==> src/rtl/ysyx_040066_mem_arbiter.sv <==
// Merges the core's instruction-fetch and data ports onto one req/ack bus, data first, with a bus watchdog.
// Optional one-entry fetch line buffer: define YSYX_040066_IFETCH_BUF_EN.
module ysyx_040066_mem_arbiter #(
    parameter int unsigned TIMEOUT  = 255,
    parameter logic [63:0] RESET_PC = 64'h8000_0000
) (
    input  logic        clk,
    input  logic        rst,
    input  logic        instr_read,
    input  logic [63:0] pc_rd,
    output logic [31:0] instr_rd,
    output logic        instr_valid,
    output logic        instr_error,
    input  logic        MemRd,
    input  logic        MemWr,
    input  logic [63:0] addr,
    input  logic [2:0]  wr_len,
    input  logic [7:0]  wr_mask,
    input  logic [63:0] data_Wr,
    input  logic        fence_i,
    output logic [63:0] data_Rd,
    output logic        data_valid,
    output logic        data_error,
    output logic        bus_req,
    output logic        bus_wen,
    output logic [63:0] bus_addr,
    output logic [63:0] bus_wdata,
    output logic [7:0]  bus_wmask,
    output logic [2:0]  bus_len,
    input  logic        bus_ack,
    input  logic [63:0] bus_rdata,
    input  logic        bus_err
);

    localparam int unsigned CNT_W     = (TIMEOUT > 1) ? $clog2(TIMEOUT) : 1;
    localparam logic [2:0]  FETCH_LEN = 3'd3;

    typedef enum logic [2:0] {
        S_IDLE = 3'd0,
        S_DREQ = 3'd1,
        S_FREQ = 3'd2,
        S_DRSP = 3'd3,
        S_FRSP = 3'd4
    } state_t;

    state_t             state;
    state_t             state_nxt;
    logic [CNT_W-1:0]   wd_cnt;
    logic               wd_expire;
    logic               mem_req;
    logic               misalign;
    logic               in_req;
    logic               buf_hit;
    logic [63:0]        buf_line;

    logic               req_wen;
    logic [63:0]        req_addr;
    logic [63:0]        req_wdata;
    logic [7:0]         req_wmask;
    logic [2:0]         req_len;
    logic [63:0]        lat_pc;
    logic [63:0]        rsp_data;
    logic               rsp_err;

    assign mem_req   = MemRd | MemWr;
    assign misalign  = (pc_rd[1:0] != 2'b00);
    assign in_req    = (state == S_DREQ) || (state == S_FREQ);
    assign wd_expire = (TIMEOUT != 0) && (wd_cnt == CNT_W'(TIMEOUT - 1));

`ifdef YSYX_040066_IFETCH_BUF_EN
    logic        buf_valid;
    logic [60:0] buf_tag;
    logic [63:0] buf_data;

    // Fill on a clean fetch ack; fence_i or a write to the buffered line invalidates it.
    always_ff @(posedge clk) begin
        if (rst) begin
            buf_valid <= 1'b0;
            buf_tag   <= RESET_PC[63:3];
            buf_data  <= '0;
        end else begin
            if (state == S_FREQ && bus_ack && !bus_err) begin
                buf_valid <= 1'b1;
                buf_tag   <= req_addr[63:3];
                buf_data  <= bus_rdata;
            end
            if (fence_i || (state == S_DREQ && req_wen && req_addr[63:3] == buf_tag)) begin
                buf_valid <= 1'b0;
            end
        end
    end

    assign buf_hit  = buf_valid && (pc_rd[63:3] == buf_tag);
    assign buf_line = buf_data;
`else
    logic unused_cfg;
    assign unused_cfg = ^{fence_i, RESET_PC};
    assign buf_hit    = 1'b0;
    assign buf_line   = '0;
`endif

    always_ff @(posedge clk) begin
        if (rst) begin
            state <= S_IDLE;
        end else begin
            state <= state_nxt;
        end
    end

    always_comb begin
        state_nxt = state;
        case (state)
            S_IDLE: begin
                if (mem_req) begin
                    state_nxt = S_DREQ;
                end else if (instr_read) begin
                    state_nxt = (misalign || buf_hit) ? S_FRSP : S_FREQ;
                end
            end
            S_DREQ:  if (bus_ack || wd_expire) state_nxt = S_DRSP;
            S_FREQ:  if (bus_ack || wd_expire) state_nxt = S_FRSP;
            S_DRSP:  state_nxt = S_IDLE;
            S_FRSP:  state_nxt = S_IDLE;
            default: state_nxt = S_IDLE;
        endcase
    end

    always_comb begin
        bus_req     = in_req;
        bus_wen     = req_wen;
        bus_addr    = req_addr;
        bus_wdata   = req_wdata;
        bus_wmask   = req_wmask;
        bus_len     = req_len;
        data_Rd     = rsp_data;
        data_valid  = (state == S_DRSP);
        data_error  = (state == S_DRSP) && rsp_err;
        instr_rd    = lat_pc[2] ? rsp_data[63:32] : rsp_data[31:0];
        // A redirected or dropped fetch is silently discarded.
        instr_valid = (state == S_FRSP) && instr_read && (pc_rd == lat_pc);
        instr_error = instr_valid && rsp_err;
    end

    // Request fields are captured once at IDLE exit and held for the whole bus access.
    always_ff @(posedge clk) begin
        if (rst) begin
            req_wen   <= 1'b0;
            req_addr  <= '0;
            req_wdata <= '0;
            req_wmask <= '0;
            req_len   <= '0;
            lat_pc    <= '0;
            rsp_data  <= '0;
            rsp_err   <= 1'b0;
        end else begin
            case (state)
                S_IDLE: begin
                    if (mem_req) begin
                        req_wen   <= MemWr;
                        req_addr  <= addr;
                        req_wdata <= data_Wr;
                        req_wmask <= wr_mask;
                        req_len   <= wr_len;
                    end else if (instr_read) begin
                        lat_pc <= pc_rd;
                        if (misalign) begin
                            rsp_data <= '0;
                            rsp_err  <= 1'b1;
                        end else if (buf_hit) begin
                            rsp_data <= buf_line;
                            rsp_err  <= 1'b0;
                        end else begin
                            req_wen   <= 1'b0;
                            req_addr  <= {pc_rd[63:3], 3'b000};
                            req_wdata <= '0;
                            req_wmask <= '0;
                            req_len   <= FETCH_LEN;
                        end
                    end
                end
                S_DREQ, S_FREQ: begin
                    if (bus_ack) begin
                        rsp_data <= bus_rdata;
                        rsp_err  <= bus_err;
                    end else if (wd_expire) begin
                        rsp_data <= '0;
                        rsp_err  <= 1'b1;
                    end
                end
                default: ;
            endcase
        end
    end

    // Watchdog counts waiting cycles and restarts from zero on every state exit.
    always_ff @(posedge clk) begin
        if (rst) begin
            wd_cnt <= '0;
        end else if (in_req && state_nxt == state) begin
            wd_cnt <= wd_cnt + CNT_W'(1);
        end else begin
            wd_cnt <= '0;
        end
    end

endmodule

==> config.mk <==
export PLATFORM = sky130hd
export DESIGN_NAME = ysyx_040066_mem_arbiter
export DESIGN_NICKNAME = d
export VERILOG_FILES = /design/src/rtl/ysyx_040066_mem_arbiter.sv
export SDC_FILE = /design/constraint.sdc
export NUM_CORES = 1
export LEC_CHECK = 0
export ABC_AREA = 1
export CAP_MARGIN = 40
export CORE_AREA = 2 2 198 200
export CTS_BUF_LIST = sky130_fd_sc_hd__clkbuf_16
export CTS_CLUSTER_SIZE = 28
export DETAILED_ROUTE_END_ITERATION = 8
export DIE_AREA = 0 0 200 202
export PLACE_DENSITY = 0.72
export SLEW_MARGIN = 25
export SYNTH_ARGS = -nofsm -noshare
export SYNTH_HDL_FRONTEND = slang
export SYNTH_SLANG_ARGS = --single-unit
==> constraint.sdc <==
create_clock -name clk -period 1.79 [get_ports clk]
set_clock_uncertainty 0.05 [all_clocks]
set_input_delay 0.2685 -clock clk [delete_from_list [all_inputs] [get_ports clk]]
set_output_delay 0.2685 -clock clk [all_outputs]
set_load 0.01 [all_outputs]
After elaboration in Yosys (flattened, before gate mapping)
Cells that the tools add are included.

Register bits: 280. Logic and storage cells: 76.

Add/subtract/negate cells: 1. Equal/unequal tests: 12. Muxes and demuxes: 34. Bitwise logic cells: 3. Reductions and logical operators: 16.

Operators by type and width (number): 64-bit 2-to-1 mux (11); 64-bit case mux with 2 select lines (1); 64-bit equality test (1); 32-bit 2-to-1 mux (1); 3-bit 2-to-1 mux (8); 8-bit 2-to-1 mux (3); 3-bit case mux with 3 select lines (1); 8-bit by 1-bit adder with 8-bit output (second input constant) (1); 8-bit equality test (second input constant) (1); 1-bit 2-to-1 mux (8); 2-bit != test (second input constant) (4); 3-bit by 2-bit equality test with 1-bit output (second input constant) (2); 3-bit AND reduction (2); 2-bit nonzero test (3); 1-bit logical AND (5); 5-bit AND reduction (1); 2-bit OR reduction (2); 3-bit by 1-bit equality test with 1-bit output (second input constant) (1); 3-bit equality test (1); 3-bit equality test (second input constant) (1); 3-bit logical NOT (1); 3-bit != test (second input constant) (1); 1-bit logical OR (2); 1-bit inverter (2); other kinds (2) (2).

Logic depth before layout (Yosys ltp)
Depth in word-level cells: 9. Gate-level depth with buffers: 10.

Least setup slack after synthesis
No wires, ideal clock.

Path type: register to output. Start point: register lat_pc[2]. End point: output instr_rd[12]. Arrival time: 1273 ps. Required time: 1471 ps. Path slack: 198 ps. Cell stages (with the launch flop): 4. Path buffers: 2. Cell sequence: dfxtp_1 > clkbuf_1 > buf_1 > mux2_2.

Longest elaborated chain between the ends: 1.

Ends and longest elaborated chain: start: declaration (RTL line 61) `logic [63:0] lat_pc;`; start signal: assignment (RTL line 165) `lat_pc <= pc_rd;`; 32-bit 2-to-1 mux (RTL line 138) `instr_rd = lat_pc[2] ? rsp_data[63:32] : rsp_data[31:0];`; end: declaration (RTL line 11) `output logic [31:0] instr_rd,`.

No other way between the ends.

Final worst setup path
Start point: register state[1]. End point: output instr_error.

Longest elaborated chain between the ends: 4.

Ends and longest elaborated chain: start: declaration (RTL line 46) `state_t state;`; start signal: assignment (RTL line 106) `state <= state_nxt;`; 3-bit equality test (RTL line 140) `instr_valid = (state == S_FRSP) && instr_read && (pc_rd == lat_pc);`; 1-bit logical AND (2 in series) (RTL line 140); 1-bit logical AND (RTL line 141) `instr_error = instr_valid && rsp_err;`; end: declaration (RTL line 13) `output logic instr_error,`.

No other way between the ends.

==> results.yml <==
placed_design:
  hpwl_um: 35560
  place.gp.congestion: 0.8727
  port_buffers: 514
power:
  power_leakage_nw: 8.820
  switching_power_mw: 5.659
  p_seq_frac: 0.382
  p_per_area_nw_per_um2: 923.4
  clock_power_share: 0.341
  power_mw: 18.90
  swShare: 0.2994
  comb_power_share: 0.277
  vdd_drop_max_uv: 621.4
  internal_power_mw: 13.24
yosys:
  yosysSeqAreaShare: 0.4679
  synth_top_area_share: 0.4679
  ys_types: 33
  syn_area_um2: 11980
  yosysTopAreaCell: "dfxtp_1"
  async_reset_ff_frac: 0
  synthTopCellsByCount: "522 x nand2_1, 280 x dfxtp_1, 151 x a21oi_1, 107 x o21ai_0, 91 x inv_1"
  ys_warn_count: 0
  postSynthCellCount: 1588
  syn_nets: 1865
  avgSynthCellArea_um2: 7.543
  ys_ff_latch: 280
  synth_most_common_cell: "nand2_1"
  synth_edf_count: 0
  synth_flop_cell: "dfxtp_1"
  synth_area_leaders: "dfxtp_1 47%, nand2_1 16%, a21oi_1 6.3%"
worst_setup_path:
  rr_worst_depth: 10
  required_ns: 1.47
  start_kind: "register"
  crit_type: "reg2out"
  crit_chain: "nor2_4 -> nand2_1 -> nor2_1 -> nand2_1 -> nor2_1 -> nand2_1 -> nor2_2 -> nand3_2 -> buf_6 -> nor2_4 -> buf_6"
  r2r-start: "state[0]"
  rrSetupSlack_ns: -0.06
  cpPeakStageDelay_ns: 0.33
  worstPathMaxFanout: 2
  reg2reg_to: "data_Rd[60]"
  crit_slowest_cell: "dfxtp_2"
  end_kind: "output pin"
  cp.arrival_ns: 2.02
  worst_path_most_repeated_cell: "nand2_1"
timing:
  layout_setup_ws_ns: -0.5529
  slew_viol_final: 0
  worst_pin_slew_ns: 0.5096
  max_freq_ghz: 0.4268
  fin_crit_sh: 1.309
  relSlewSlack: 0.6602
  rsz0062_at_grt: "true"
  finalCriticalPeriod_ns: 2.343
  finalSetupViolations: 68
  hold_viol: 0
final_layout:
  areaGrowthSynthToFinish_pct: 70.90
  fin_util: 0.5347
  fin_nets: 2479
  drive_gt1_frac: 0.2063
clock_network:
  cts_made_buffers: 34
  cts_tree: "yes"
  ctsHtreeMaxLevel: 2
  worstSkewPairLatency_ns: 0.53
  clkTransAtPathRegs_ns: 0.06
  clockBufferDepth: 3
  hold_buffers: 0
  root_buffer: "clkbuf_16"
  clkSinkCount: 280
status:
  status: "finished with violations"
  failed_checks: "negative setup slack"
floorplan:
  die_w_um: 200
  fp.coreArea_um2: 38290
  rows: 72
  die-area_um2: 40400
  ios: 516
  initial_utilization: 0.3129
  die_h_um: 202
drt:
  finalWirelength_um: 49410
  dr.pass1.iters: 5
  wl_per_cell_um: 18.00
  via_per_inst: 4.763
  first_iter_violations: 709
  route.detailed.drc: 0
  num_vias: 13070
  ant_nets: 0
global_route:
  grt_usage: 0.2308
  grt_max_degree: 83
  antenna_found_initial: 1
  grt_pass1_vias: 12807
  grt_pass1_wl_um: 71780
  grt_overflow: 0
run:
  drv_cap: 0
worst_hold_path:
  whs_endpoint: "bus_addr[16]"
  whs_path_depth: 3
  worstHoldStart: "pc_rd[16]"
  hold_path_class: "in2reg"
==> stage by stage <==
| stage | instance area, um^2 | cells | setup TNS (ns) | hold WS (ns) | setup WS (ns) |
|---|---|---|---|---|---|
| 2_1_floorplan | 11980 | 1588 | 0 | 0.3659 | 0.1982 |
| 3_3_place_gp | 18500 | 2652 | -94.08 | 0.3924 | -1.267 |
| 3_5_place_dp | 18500 | 2652 | -94.25 | 0.4012 | -1.240 |
| 4_1_cts | 20040 | 2734 | -12.67 | 0.1176 | -0.6153 |
| 5_1_grt | 20470 | 2744 | -14.94 | 0.06986 | -0.6573 |
| 6_report | 20470 | 2744 | -10.60 | 0.06491 | -0.5529 |
==> worst max-delay path: cells and delay by family, from the launching register on <==
kind,cells,cell delay [ns]
simple gates,9,0.90
buf+inv,2,0.26
flops,1,0.33
==> logic make-up (layout without fill, tap and decap cells) <==
family,after synthesis,count (layout),share of synthesized area
xor+xnor,19,19,0.01389
buf+inv,199,836,0.07312
simple gates,656,656,0.2201
other cells,0,1,0
flops,280,280,0.4679
fa+ha+maj,2,2,0.002089
mux,32,32,0.03008
compound gates,400,400,0.1928
==> worst max path at each step <==
stage | from | endpoint | slack [ns] | cells past startpoint
after CTS | lat_pc[11] | instr_error | -0.62 | 10
after global placement | pc_rd[14] | instr_error | -1.27 | 9
final | state[1] | instr_error | -0.55 | 11
after floorplan | lat_pc[2] | instr_rd[12] | 0.20 | 3
after global routing | lat_pc[28] | instr_error | -0.66 | 12
after detailed placement | pc_rd[14] | instr_error | -1.24 | 9
==> repair_timing <==
item	4_1_cts	5_1_grt
resized for setup	371	116
endpoints found under the setup margin	181	156
pin swaps	11	28
cloned	3	5
setup buffers	20	13
==> layout make-up <==
class	count	area (um^2)
clock inverters	24	133.9
diodes	1	2.502
flip-flops and latches	280	5625
well taps	518	648.1
inverters	97	384.1
repair buffers	680	6940
multi-input cells	1109	5862
clock buffers	35	875.8
fillers	3525	17810
==> power by group through the flow <==
stage,Combinational (mW),Sequential [mW],Clock [mW]
after global placement,4.73,7.29,0
final,5.24,7.22,6.45
after floorplan,1.84,7.50,0
after detailed placement,4.78,7.32,0
after CTS,4.93,7.20,6.58
after global routing,5.63,7.27,6.81
==> registers in the layout (all words and copies together) (netlist names) <==
register and flops:
state 3, wd_cnt 8, bus_wen 1, bus_addr 64
lat_pc 64, bus_wmask 8, bus_wdata 64, rsp_err 1
bus_len 3, data_Rd 64
==> placed cells by master (no fill, tap or decap), types with 4 or more instances in the layout <==
master | synthesis | final
buf_8 | 0 | 9
a211oi_1 | 7 | 7
a31oi_1 | 61 | 61
buf_4 | 1 | 105
nor2_1 | 64 | 54
o21ai_0 | 107 | 84
inv_2 | 6 | 8
buf_16 | 0 | 4
nand2_4 | 0 | 10
dlygate4sd2_1 | 0 | 83
xnor2_1 | 12 | 11
a21oi_2 | 50 | 59
clkinv_2 | 0 | 8
clkinv_1 | 0 | 9
buf_12 | 5 | 18
nand3_1 | 8 | 5
nor2_2 | 2 | 7
clkbuf_16 | 0 | 40
dlymetal6s2s_1 | 0 | 23
inv_1 | 91 | 90
nor2_4 | 0 | 5
dfxtp_1 | 280 | 264
clkdlybuf4s50_1 | 0 | 370
mux2_4 | 0 | 32
dfxtp_2 | 0 | 16
a21oi_1 | 151 | 142
buf_6 | 1 | 62
xor2_1 | 7 | 6
nand2_1 | 522 | 508
o21ai_1 | 18 | 40
nand2_2 | 53 | 57
==> metal layers <==
layer,GRT usage,share of wire,up-vias
li1,-,-,6395
met1,0.2528,0.38,6119
met2,0.4185,0.51,479
met3,0.06624,0.079,77
met4,0.08519,0.031,0
met5,0,0,-
Note: power is estimated with default switching activity, not from simulation.
